==> config.mk <==
export PLATFORM = sky130hd
export DESIGN_NAME = gpu_raster_unit
export DESIGN_NICKNAME = d
export VERILOG_FILES = /design/src/rtl/gpu_raster_unit.sv
export SDC_FILE = /design/constraint.sdc
export NUM_CORES = 1
export LEC_CHECK = 0
export CAP_MARGIN = 20
export CORE_MARGIN = 2
export CORE_UTILIZATION = 48
export DETAILED_ROUTE_END_ITERATION = 10
export PLACE_DENSITY = 0.77
export SETUP_SLACK_MARGIN = 0.5
export SLEW_MARGIN = 30
export SYNTH_ARGS = -nofsm -noshare
export SYNTH_HDL_FRONTEND = slang
export SYNTH_SLANG_ARGS = --single-unit
==> constraint.sdc <==
create_clock -name gpu_clk -period 2.2 [get_ports gpu_clk]
set_input_delay 0.55 -clock gpu_clk [delete_from_list [all_inputs] [get_ports gpu_clk]]
set_output_delay 0.55 -clock gpu_clk [all_outputs]
set_load 0.05 [all_outputs]
==> src/rtl/gpu_raster_unit.sv <==
// Raster back-end: video timing, line-prefetch schedule, fixed-priority layer
// compositing over a backdrop, registered RGB/sync and a small CPU IRQ register file.
module gpu_raster_unit #(
  parameter int NUM_LAYERS   = 4,
  parameter int COLOR_BITS   = 2,
  parameter int H_TOTAL      = 400,
  parameter int H_VISIBLE    = 320,
  parameter int H_SYNC_START = 328,
  parameter int H_SYNC_LEN   = 48,
  parameter int V_TOTAL      = 525,
  parameter int V_VISIBLE    = 480,
  parameter int V_SYNC_START = 490,
  parameter int V_SYNC_LEN   = 2,
  parameter int X_OFFSET     = 31,
  parameter int FRAME_W      = 256,
  parameter int FRAME_H      = 240
) (
  input  logic                                   gpu_clk,
  input  logic                                   rst,
  input  logic [NUM_LAYERS*3*COLOR_BITS-1:0]     layer_rgb_i,
  input  logic [NUM_LAYERS-1:0]                  layer_valid_i,
  output logic [7:0]                             next_x_o,
  output logic [7:0]                             next_y_o,
  output logic                                   prefetch_start_o,
  output logic [7:0]                             prefetch_y_o,
  output logic [COLOR_BITS-1:0]                  r_o,
  output logic [COLOR_BITS-1:0]                  g_o,
  output logic [COLOR_BITS-1:0]                  b_o,
  output logic                                   hsync_o,
  output logic                                   vsync_o,
  input  logic [2:0]                             reg_addr_i,
  input  logic                                   reg_wen_i,
  input  logic [7:0]                             reg_wdata_i,
  output logic [7:0]                             reg_rdata_o,
  output logic                                   irq_o
);

  localparam int PW = 3 * COLOR_BITS;

  logic [9:0]            r_hcnt, r_vcnt;
  logic [PW-1:0]         r_rgb;
  logic                  r_hsync, r_vsync, r_irq;
  logic                  r_vbl_pend, r_line_pend;
  logic [1:0]            r_irq_en;
  logic [7:0]            r_line_cmp;
  logic [NUM_LAYERS-1:0] r_layer_en;
  logic [7:0]            r_backdrop;

  logic [8:0]    w_x9;
  logic [9:0]    w_ny1;
  logic          w_draw, w_vblank, w_last_line, w_h0;
  logic          w_hs_d, w_vs_d;
  logic          w_vbl_set, w_line_set, w_wr_stat;
  logic [PW-1:0] w_bd, w_pix;

  // Negative x wraps to >= 256 in 9 bits and so falls outside the frame.
  assign w_x9     = 9'(r_hcnt - 10'(X_OFFSET));
  assign w_draw   = (r_hcnt < 10'(H_VISIBLE)) && (r_vcnt < 10'(V_VISIBLE)) &&
                    ({1'b0, w_x9} < 10'(FRAME_W)) && ((r_vcnt >> 1) < 10'(FRAME_H));
  assign w_vblank = r_vcnt >= 10'(V_VISIBLE);
  assign w_h0     = r_hcnt == 10'd0;

  assign next_x_o = w_x9[7:0];
  assign next_y_o = r_vcnt[8:1];

  assign w_last_line      = r_vcnt == 10'(V_TOTAL-1);
  assign w_ny1            = (r_vcnt >> 1) + 10'd1;
  assign prefetch_start_o = !rst && w_h0 &&
                            (w_last_line || (!r_vcnt[0] && (w_ny1 < 10'(FRAME_H))));
  assign prefetch_y_o     = w_last_line ? 8'd0 : w_ny1[7:0];

  assign w_hs_d = !((r_hcnt >= 10'(H_SYNC_START)) && (r_hcnt < 10'(H_SYNC_START+H_SYNC_LEN)));
  assign w_vs_d = !((r_vcnt >= 10'(V_SYNC_START)) && (r_vcnt < 10'(V_SYNC_START+V_SYNC_LEN)));

  // Backdrop holds {r,g,b} in its low bits; zero-padded when wider than 8.
  assign w_bd = PW'(r_backdrop);

  always_comb begin
    w_pix = w_bd;
    for (int n = NUM_LAYERS-1; n >= 0; n--)
      if (layer_valid_i[n] && r_layer_en[n]) w_pix = layer_rgb_i[n*PW +: PW];
    if (!w_draw) w_pix = '0;
  end

  // LINE_CMP values at or past half a frame never match, even if 2*cmp fits.
  assign w_vbl_set  = w_h0 && (r_vcnt == 10'(V_VISIBLE));
  assign w_line_set = w_h0 && !r_vcnt[9] && (r_vcnt[8:0] == {r_line_cmp, 1'b0}) &&
                      (10'(r_line_cmp) < 10'(V_TOTAL/2));
  assign w_wr_stat  = reg_wen_i && (reg_addr_i == 3'd0);

  always_ff @(posedge gpu_clk) begin
    if (rst) begin
      r_hcnt      <= '0;
      r_vcnt      <= '0;
      r_rgb       <= '0;
      r_hsync     <= 1'b1;
      r_vsync     <= 1'b1;
      r_irq       <= 1'b0;
      r_vbl_pend  <= 1'b0;
      r_line_pend <= 1'b0;
      r_irq_en    <= '0;
      r_line_cmp  <= 8'hFF;
      r_layer_en  <= '1;
      r_backdrop  <= '0;
    end else begin
      if (r_hcnt == 10'(H_TOTAL-1)) begin
        r_hcnt <= '0;
        r_vcnt <= w_last_line ? 10'd0 : r_vcnt + 10'd1;
      end else begin
        r_hcnt <= r_hcnt + 10'd1;
      end
      r_rgb   <= w_pix;
      r_hsync <= w_hs_d;
      r_vsync <= w_vs_d;
      // Set beats a coincident write-1-clear.
      r_vbl_pend  <= w_vbl_set  || (r_vbl_pend  && !(w_wr_stat && reg_wdata_i[1]));
      r_line_pend <= w_line_set || (r_line_pend && !(w_wr_stat && reg_wdata_i[2]));
      r_irq       <= |({r_line_pend, r_vbl_pend} & r_irq_en);
      if (reg_wen_i) begin
        case (reg_addr_i)
          3'd1:    r_irq_en   <= reg_wdata_i[2:1];
          3'd2:    r_line_cmp <= reg_wdata_i;
          3'd3:    r_layer_en <= reg_wdata_i[NUM_LAYERS-1:0];
          3'd4:    r_backdrop <= reg_wdata_i;
          default: ;
        endcase
      end
    end
  end

  always_comb begin
    reg_rdata_o = '0;
    case (reg_addr_i)
      3'd0:    reg_rdata_o = {5'b0, r_line_pend, r_vbl_pend, w_vblank};
      3'd1:    reg_rdata_o = {5'b0, r_irq_en, 1'b0};
      3'd2:    reg_rdata_o = r_line_cmp;
      3'd3:    reg_rdata_o = 8'(r_layer_en);
      3'd4:    reg_rdata_o = r_backdrop;
      default: reg_rdata_o = '0;
    endcase
  end

  assign r_o     = r_rgb[PW-1 -: COLOR_BITS];
  assign g_o     = r_rgb[2*COLOR_BITS-1 -: COLOR_BITS];
  assign b_o     = r_rgb[COLOR_BITS-1:0];
  assign hsync_o = r_hsync;
  assign vsync_o = r_vsync;
  assign irq_o   = r_irq;

endmodule

# Yosys cells after proc, flatten, opt, wreduce, memory -nomap -nowiden
# Index checks and enable logic that the tools add are counted.
word_totals:
  ff_bits: 53
  in_bits: 42
  out_inout_bits: 42
  elab_cells: 82
op_classes:
  n_addsub: 4
  order_cmp: 10
  eq_ne: 8
  muxes: 7
  n_bitwise: 2
  reduce_logical: 39
op_table:
  columns: ["op", "n"]
  rows:
  - ["10-bit by 9-bit < comparator with 1-bit output, second input constant", 4]
  - ["8-bit case mux with 5 select lines", 1]
  - ["10-bit by 9-bit >= comparator with 1-bit output, second input constant", 3]
  - ["6-bit two-way mux", 4]
  - ["10-bit by 1-bit adder with 10-bit output, second input constant", 2]
  - ["10-bit by 9-bit equality test with 1-bit output, second input constant", 2]
  - ["1-bit logical AND", 20]
  - ["9-bit by 1-bit adder with 10-bit output, second input constant", 1]
  - ["10-bit equality test, second input constant", 1]
  - ["10-bit zero test", 1]
  - ["10-bit by 8-bit < comparator with 1-bit output, second input constant", 1]
  - ["10-bit two-way mux", 1]
  - ["9-bit equality test", 1]
  - ["9-bit by 8-bit < comparator with 1-bit output, second input constant", 1]
  - ["9-bit < comparator, second input constant", 1]
  - ["9-bit by 5-bit subtractor with 9-bit output, second input constant", 1]
  - ["8-bit two-way mux", 1]
  - ["2-bit AND reduction", 4]
  - ["1-bit zero test", 7]
  - ["3-bit by 2-bit equality test with 1-bit output, second input constant", 2]
  - ["2-bit OR reduction", 3]
  - ["3-bit by 1-bit equality test with 1-bit output, second input constant", 1]
  - ["3-bit equality test, second input constant", 1]
  - ["3-bit zero test", 1]
  - ["other kinds (3)", 5]

# Logic depth before layout (Yosys ltp)
logic_depth:
  depth_word: 6
  ltp_mapped: 7
  mapped_depth_nobuf: 6

# Least setup slack after synthesis
# No wires, ideal clock.
synth_path:
  kind: "register to output"
  startpoint: "register r_vcnt[1]"
  endpoint: "output port prefetch_start_o"
  arrival_time_ps: 2860
  required_time_ps: 1650
  setup_slack_ps: -1210
  path_stages_with_launch: 6
  n_path_buf: 0
  path_cell_list: "dfxtp_1 -> ha_1 -> nand3_1 -> xnor2_1 -> and3_1 -> a221oi_1"
synth_via:
  elab_chain_cells: 5
  word_cells_on_any_way: 6
  cone_classes: "1 x add/sub; 1 x order compare; 1 x eq/ne; 3 x reduce/logical"
synth_rtl:
  columns: ["item", "line_no", "source"]
  rows:
  - ["from (decl)", "40", "logic [9:0] r_hcnt, r_vcnt;"]
  - ["from (signal assigned)", "108", "r_vcnt <= w_last_line ? 10'd0 : r_vcnt + 10'd1;"]
  - ["9-bit by 1-bit adder with 10-bit output", "67", "assign w_ny1 = (r_vcnt >> 1) + 10'd1;"]
  - ["10-bit by 8-bit < comparator with 1-bit output", "69", "(w_last_line || (!r_vcnt[0] && (w_ny1 < 10'(FRAME_H))));"]
  - ["1-bit logical AND", "69", null]
  - ["1-bit logical OR *", "69", null]
  - ["1-bit logical AND *", "68", "assign prefetch_start_o = !rst && w_h0 &&"]
  - ["to (decl)", "24", "output logic prefetch_start_o,"]
# Every way passes the cells marked *; elsewhere a longest branch is shown, timed or not.

# Final worst setup path
# Ends and elaborated chain as after synthesis.

==> impl_summary.md <==
Outcome
The flow ran to the end, but the final reports show violations. The final reports fail on negative setup slack.

Setup path
Counting buffers and inverters, the worst setup path is 6 cells deep. The critical path is of the flip-flop to primary output type. Traced cell by cell, the critical path runs through inv_2 > ha_4 > nor4bb_4 > nand4_1 > a221oi_4 > buf_12. The number of buffers and inverters on the critical path is 2. The origin of the critical flop-to-flop path is r_vcnt[1]. The endpoint identified for the worst register-to-register timing path is r_vcnt[4]. Data arrives at the worst endpoint at 2160 ps. Along the worst path, the maximum fanout reaches 4. The slack of the worst reg-to-reg path is -190 ps. The kind of start point of the critical path is a flip-flop.

The cell with the largest stage delay on the worst path is sky130_fd_sc_hd__a221oi_4. The number of cells on the worst reg-to-reg path is 11. On the critical path the largest part of the delay comes from simple AND/OR/NAND/NOR gates. The critical path's largest stage delay is 420 ps. The endpoint kind of the worst setup timing path is a primary output. The launching element of the worst setup path is r_vcnt[1]. The endpoint required time on the critical path is 1650 ps.

Detailed routing
After detailed routing, the total wire length is 16900 um. The routed layout has approximately 4.2k vias. Once detail routing completed, the nets flagged for antenna violations numbered 0. For this run, design rule violations remaining after detail routing come to 0.

The average via count per standard cell is 7.01. The first-pass detailed-route iteration total is 7. After detailed routing, the average wire length per cell comes to 28.0 um. For this block, the initial DRC count from the detailed router was 736.

Floorplan
The die width is 83.0 um. The floorplan has 28 rows. The effective utilization at floorplan is 50.0%. The core area is 5990 um2. The total I/O pin count is 84. The vertical die dimension is 83.0 um.

The die covers slightly below 7000 um2.

Place
Once detailed placement completed, the half-perimeter wirelength came to 6900 um. The worst setup timing slack at the placement stage is -315 ps. The number of buffers inserted by port buffering is 83. The final weighted congestion of routability-driven global placement is 0.935.

Yosys
During synthesis, Yosys emitted a total of 0 warnings. The number of storage elements in the synthesis netlist is 53. The synthesized area is 3000 um2. The number of nets handed over by synthesis was 423. Synthesis handed over a netlist of 375 instances. Sequential cells were found to cover 35.4% of the synthesized design area. The proportion of register bits with asynchronous set or reset after synthesis is 0%. The mean area per synthesized cell is 7.99 um2.

The number of distinct library cell variants in the gate-level netlist after synthesis is 46. In this run, synthesis inferred 0 flip-flops with an integrated enable. The predominant post-synthesis flop cell is sky130_fd_sc_hd__dfxtp_1.

Clock tree
The count of hold-fix buffers inserted at cts is 0. The clock tree buffer depth is 2. In this run, CTS created clock tree buffers numbering 5. The clock tree root buffer cell is sky130_fd_sc_hd__clkbuf_8.

The later pin in the worst-skew pair is clocked with a latency of approximately 330 ps. After clock tree synthesis, the clock-pin slew on the worst setup and hold paths is 120 ps. The clock sink count is 53. The TritonCTS clock tree is yes.

CTS built an H-tree with a depth of 2.

Final layout
Of the cells placed in the final design, the portion with a size suffix greater than 1 is 50.5%. The final layout contains 572 nets. Relative to the synthesized area, the layout overhead comes to 88.4%. The number of filler instances in the final layout is ~160.

Timing
Setup violations remaining at the end of the flow were counted as 11. The worst setup margin is -506 ps. The worst-case hold slack is 508 ps. At the pin with the least slew margin, the transition time is 977 ps. After layout, the worst path uses 123% of the clock period. Timing would allow up to 369 MHz.

Measured against its own limit, the worst slew margin works out to 34.2%. The total count of max-transition violations in the final report is 0. For the final database, setup skew stands at between 10 and 15 ps. Setup repair after global routing could not meet its margin everywhere. The number of hold violations in the final report was 0. The clock period minus worst slack is 2710 ps.

Hold path
The worst hold path begins at r_hcnt[0]. The worst hold path terminates at r_hcnt[0]. The class of the tightest hold or removal check is flip-flop to flip-flop.

Along the worst hold path, the cell count comes to 1.

Power and ir drop
The ratio of total power to cell area is slightly below 400 nW/um2. The leakage dissipation is 2.21 nW. IR analysis of the VDD net gives a maximum drop of 0.435 mV.

GRT
The global-route wire length before repair is 20700 um. The leftover overflow at the end of global routing is 0. The number of global-route vias before repair is 3781. The maximum number of pins on one net before global-route repair is 23. For this run, the total global-route usage over all layers was measured as between 30% and 40%. The number of antenna violations at the first check in global routing is 1.

Flow run
Max-cap violations in this run came to 0.
cell type report:
| type | count | area, um2 | share of cell area [%] |
|---|---|---|---|
| Timing Repair Buffer | 176 | 1830 | 32.4 |
| Inverter | 10 | 45.0 | 0.798 |
| Tap cell | 75 | 93.8 | 1.66 |
| Sequential cell | 53 | 1120 | 19.9 |
| Clock inverter | 3 | 26.3 | 0.466 |
| Antenna cell | 1 | 2.50 | 0.0443 |
| Clock buffer | 5 | 68.8 | 1.22 |
| Multi-Input combinational cell | 278 | 2450 | 43.5 |
cell usage after synthesis, types with 9 or more instances:
cell type,number,area (um2)
sky130_fd_sc_hd__nor2_1,42,158
sky130_fd_sc_hd__o21ai_0,9,45.0
sky130_fd_sc_hd__nand4_1,11,68.8
sky130_fd_sc_hd__clkbuf_1,19,71.3
sky130_fd_sc_hd__a21oi_1,19,95.1
sky130_fd_sc_hd__xnor2_1,18,158
sky130_fd_sc_hd__nand3_1,20,100
sky130_fd_sc_hd__nand2_1,58,218
sky130_fd_sc_hd__dfxtp_1,53,1060
sky130_fd_sc_hd__inv_1,10,37.5
sky130_fd_sc_hd__mux2i_1,13,130
per-layer routing:
layer	wire (um)	vias up	global-route usage (%)
li1	-	1618	-
met4	1790	0	16.8
met1	5690	1962	45.9
met3	2020	168	7.75
met5	0	-	0
met2	7350	463	64.3
cells by family (layout without fill, tap and decap cells):
kind of cell               count (synthesis)  count (layout)  synth area share [%]
adders and majority gates                  6               6                  2.51
xor gates and xnor gates                  24              24                  7.02
DFF                                       53              53                  35.4
AOI/OAI and AO/OA                         61              61                  14.2
other                                      0               1                     0
buffers and inverters                     45             194                  7.18
muxes                                     15              15                  5.85
and+or+nand+nor                          171             172                  27.8
flip-flops by register name, summed over array words and instances (netlist names), 2 cells and up:
signal and flops:
r_hcnt 10, r_line_cmp 8, r_irq_en 2, r_rgb 6, r_layer_en 4, r_vcnt 10, r_backdrop 8
worst max path at each step:
stage          slack [ps]          endpoint
2_1_floorplan         -10  prefetch_start_o
5_1_grt              -570  prefetch_start_o
4_1_cts              -260  prefetch_start_o
6_report             -510  prefetch_start_o
3_3_place_gp         -310    reg_rdata_o[1]
3_5_place_dp         -310    reg_rdata_o[1]
power by group:
group	total [mW]	switching [mW]	internal, mW
Combinational	0.609	0.321	0.288
Clock	0.634	0.401	0.234
Sequential	0.996	0.0296	0.966
through the flow:
| step | instances | area [um2] | setup TNS (ps) | total power [mW] | util [%] |
|---|---|---|---|---|---|
| global placement | 534 | 4640 | -2340 | 1.49 | 77.5 |
| global route | 600 | 5640 | -3220 | 2.28 | 94.2 |
| detailed placement | 534 | 4640 | -2410 | 1.50 | 77.5 |
| finish | 601 | 5640 | -2740 | 2.24 | 94.2 |
| CTS | 587 | 5380 | -726 | 2.12 | 89.7 |
| floorplan | 375 | 3450 | -14.1 | 1.28 | - |
cells in the final DEF (no fill, tap or decap), types with 4 or more instances in the layout:
cell type,Yosys,final
sky130_fd_sc_hd__o21ai_0,9,5
sky130_fd_sc_hd__nand2_1,58,55
sky130_fd_sc_hd__nand3_1,20,16
sky130_fd_sc_hd__nand4_1,11,11
sky130_fd_sc_hd__inv_1,10,4
sky130_fd_sc_hd__buf_12,0,25
sky130_fd_sc_hd__a311o_1,6,6
sky130_fd_sc_hd__ha_4,0,4
sky130_fd_sc_hd__a21oi_2,0,6
sky130_fd_sc_hd__a21oi_1,19,12
sky130_fd_sc_hd__dfxtp_4,0,13
sky130_fd_sc_hd__a22oi_2,0,4
sky130_fd_sc_hd__xnor2_1,18,12
sky130_fd_sc_hd__dfxtp_2,0,10
sky130_fd_sc_hd__clkbuf_8,0,5
sky130_fd_sc_hd__a311oi_2,0,6
sky130_fd_sc_hd__xnor2_4,0,5
sky130_fd_sc_hd__clkbuf_2,1,9
sky130_fd_sc_hd__and3_1,8,6
sky130_fd_sc_hd__mux2i_1,13,12
sky130_fd_sc_hd__buf_4,8,72
sky130_fd_sc_hd__or4_4,0,5
sky130_fd_sc_hd__dfxtp_1,53,30
sky130_fd_sc_hd__clkdlybuf4s50_1,0,36
sky130_fd_sc_hd__nor2_4,0,13
sky130_fd_sc_hd__nor2_1,42,27
sky130_fd_sc_hd__buf_6,1,26
timing repair:
item                       4_1_cts  5_1_grt
setup endpoints to repair       83       77
buffers inserted                44       13
gates cloned                     1        0
gates resized for setup        124       60
pin swaps                       44       27
No activity file was read; power rests on OpenSTA's default activity.
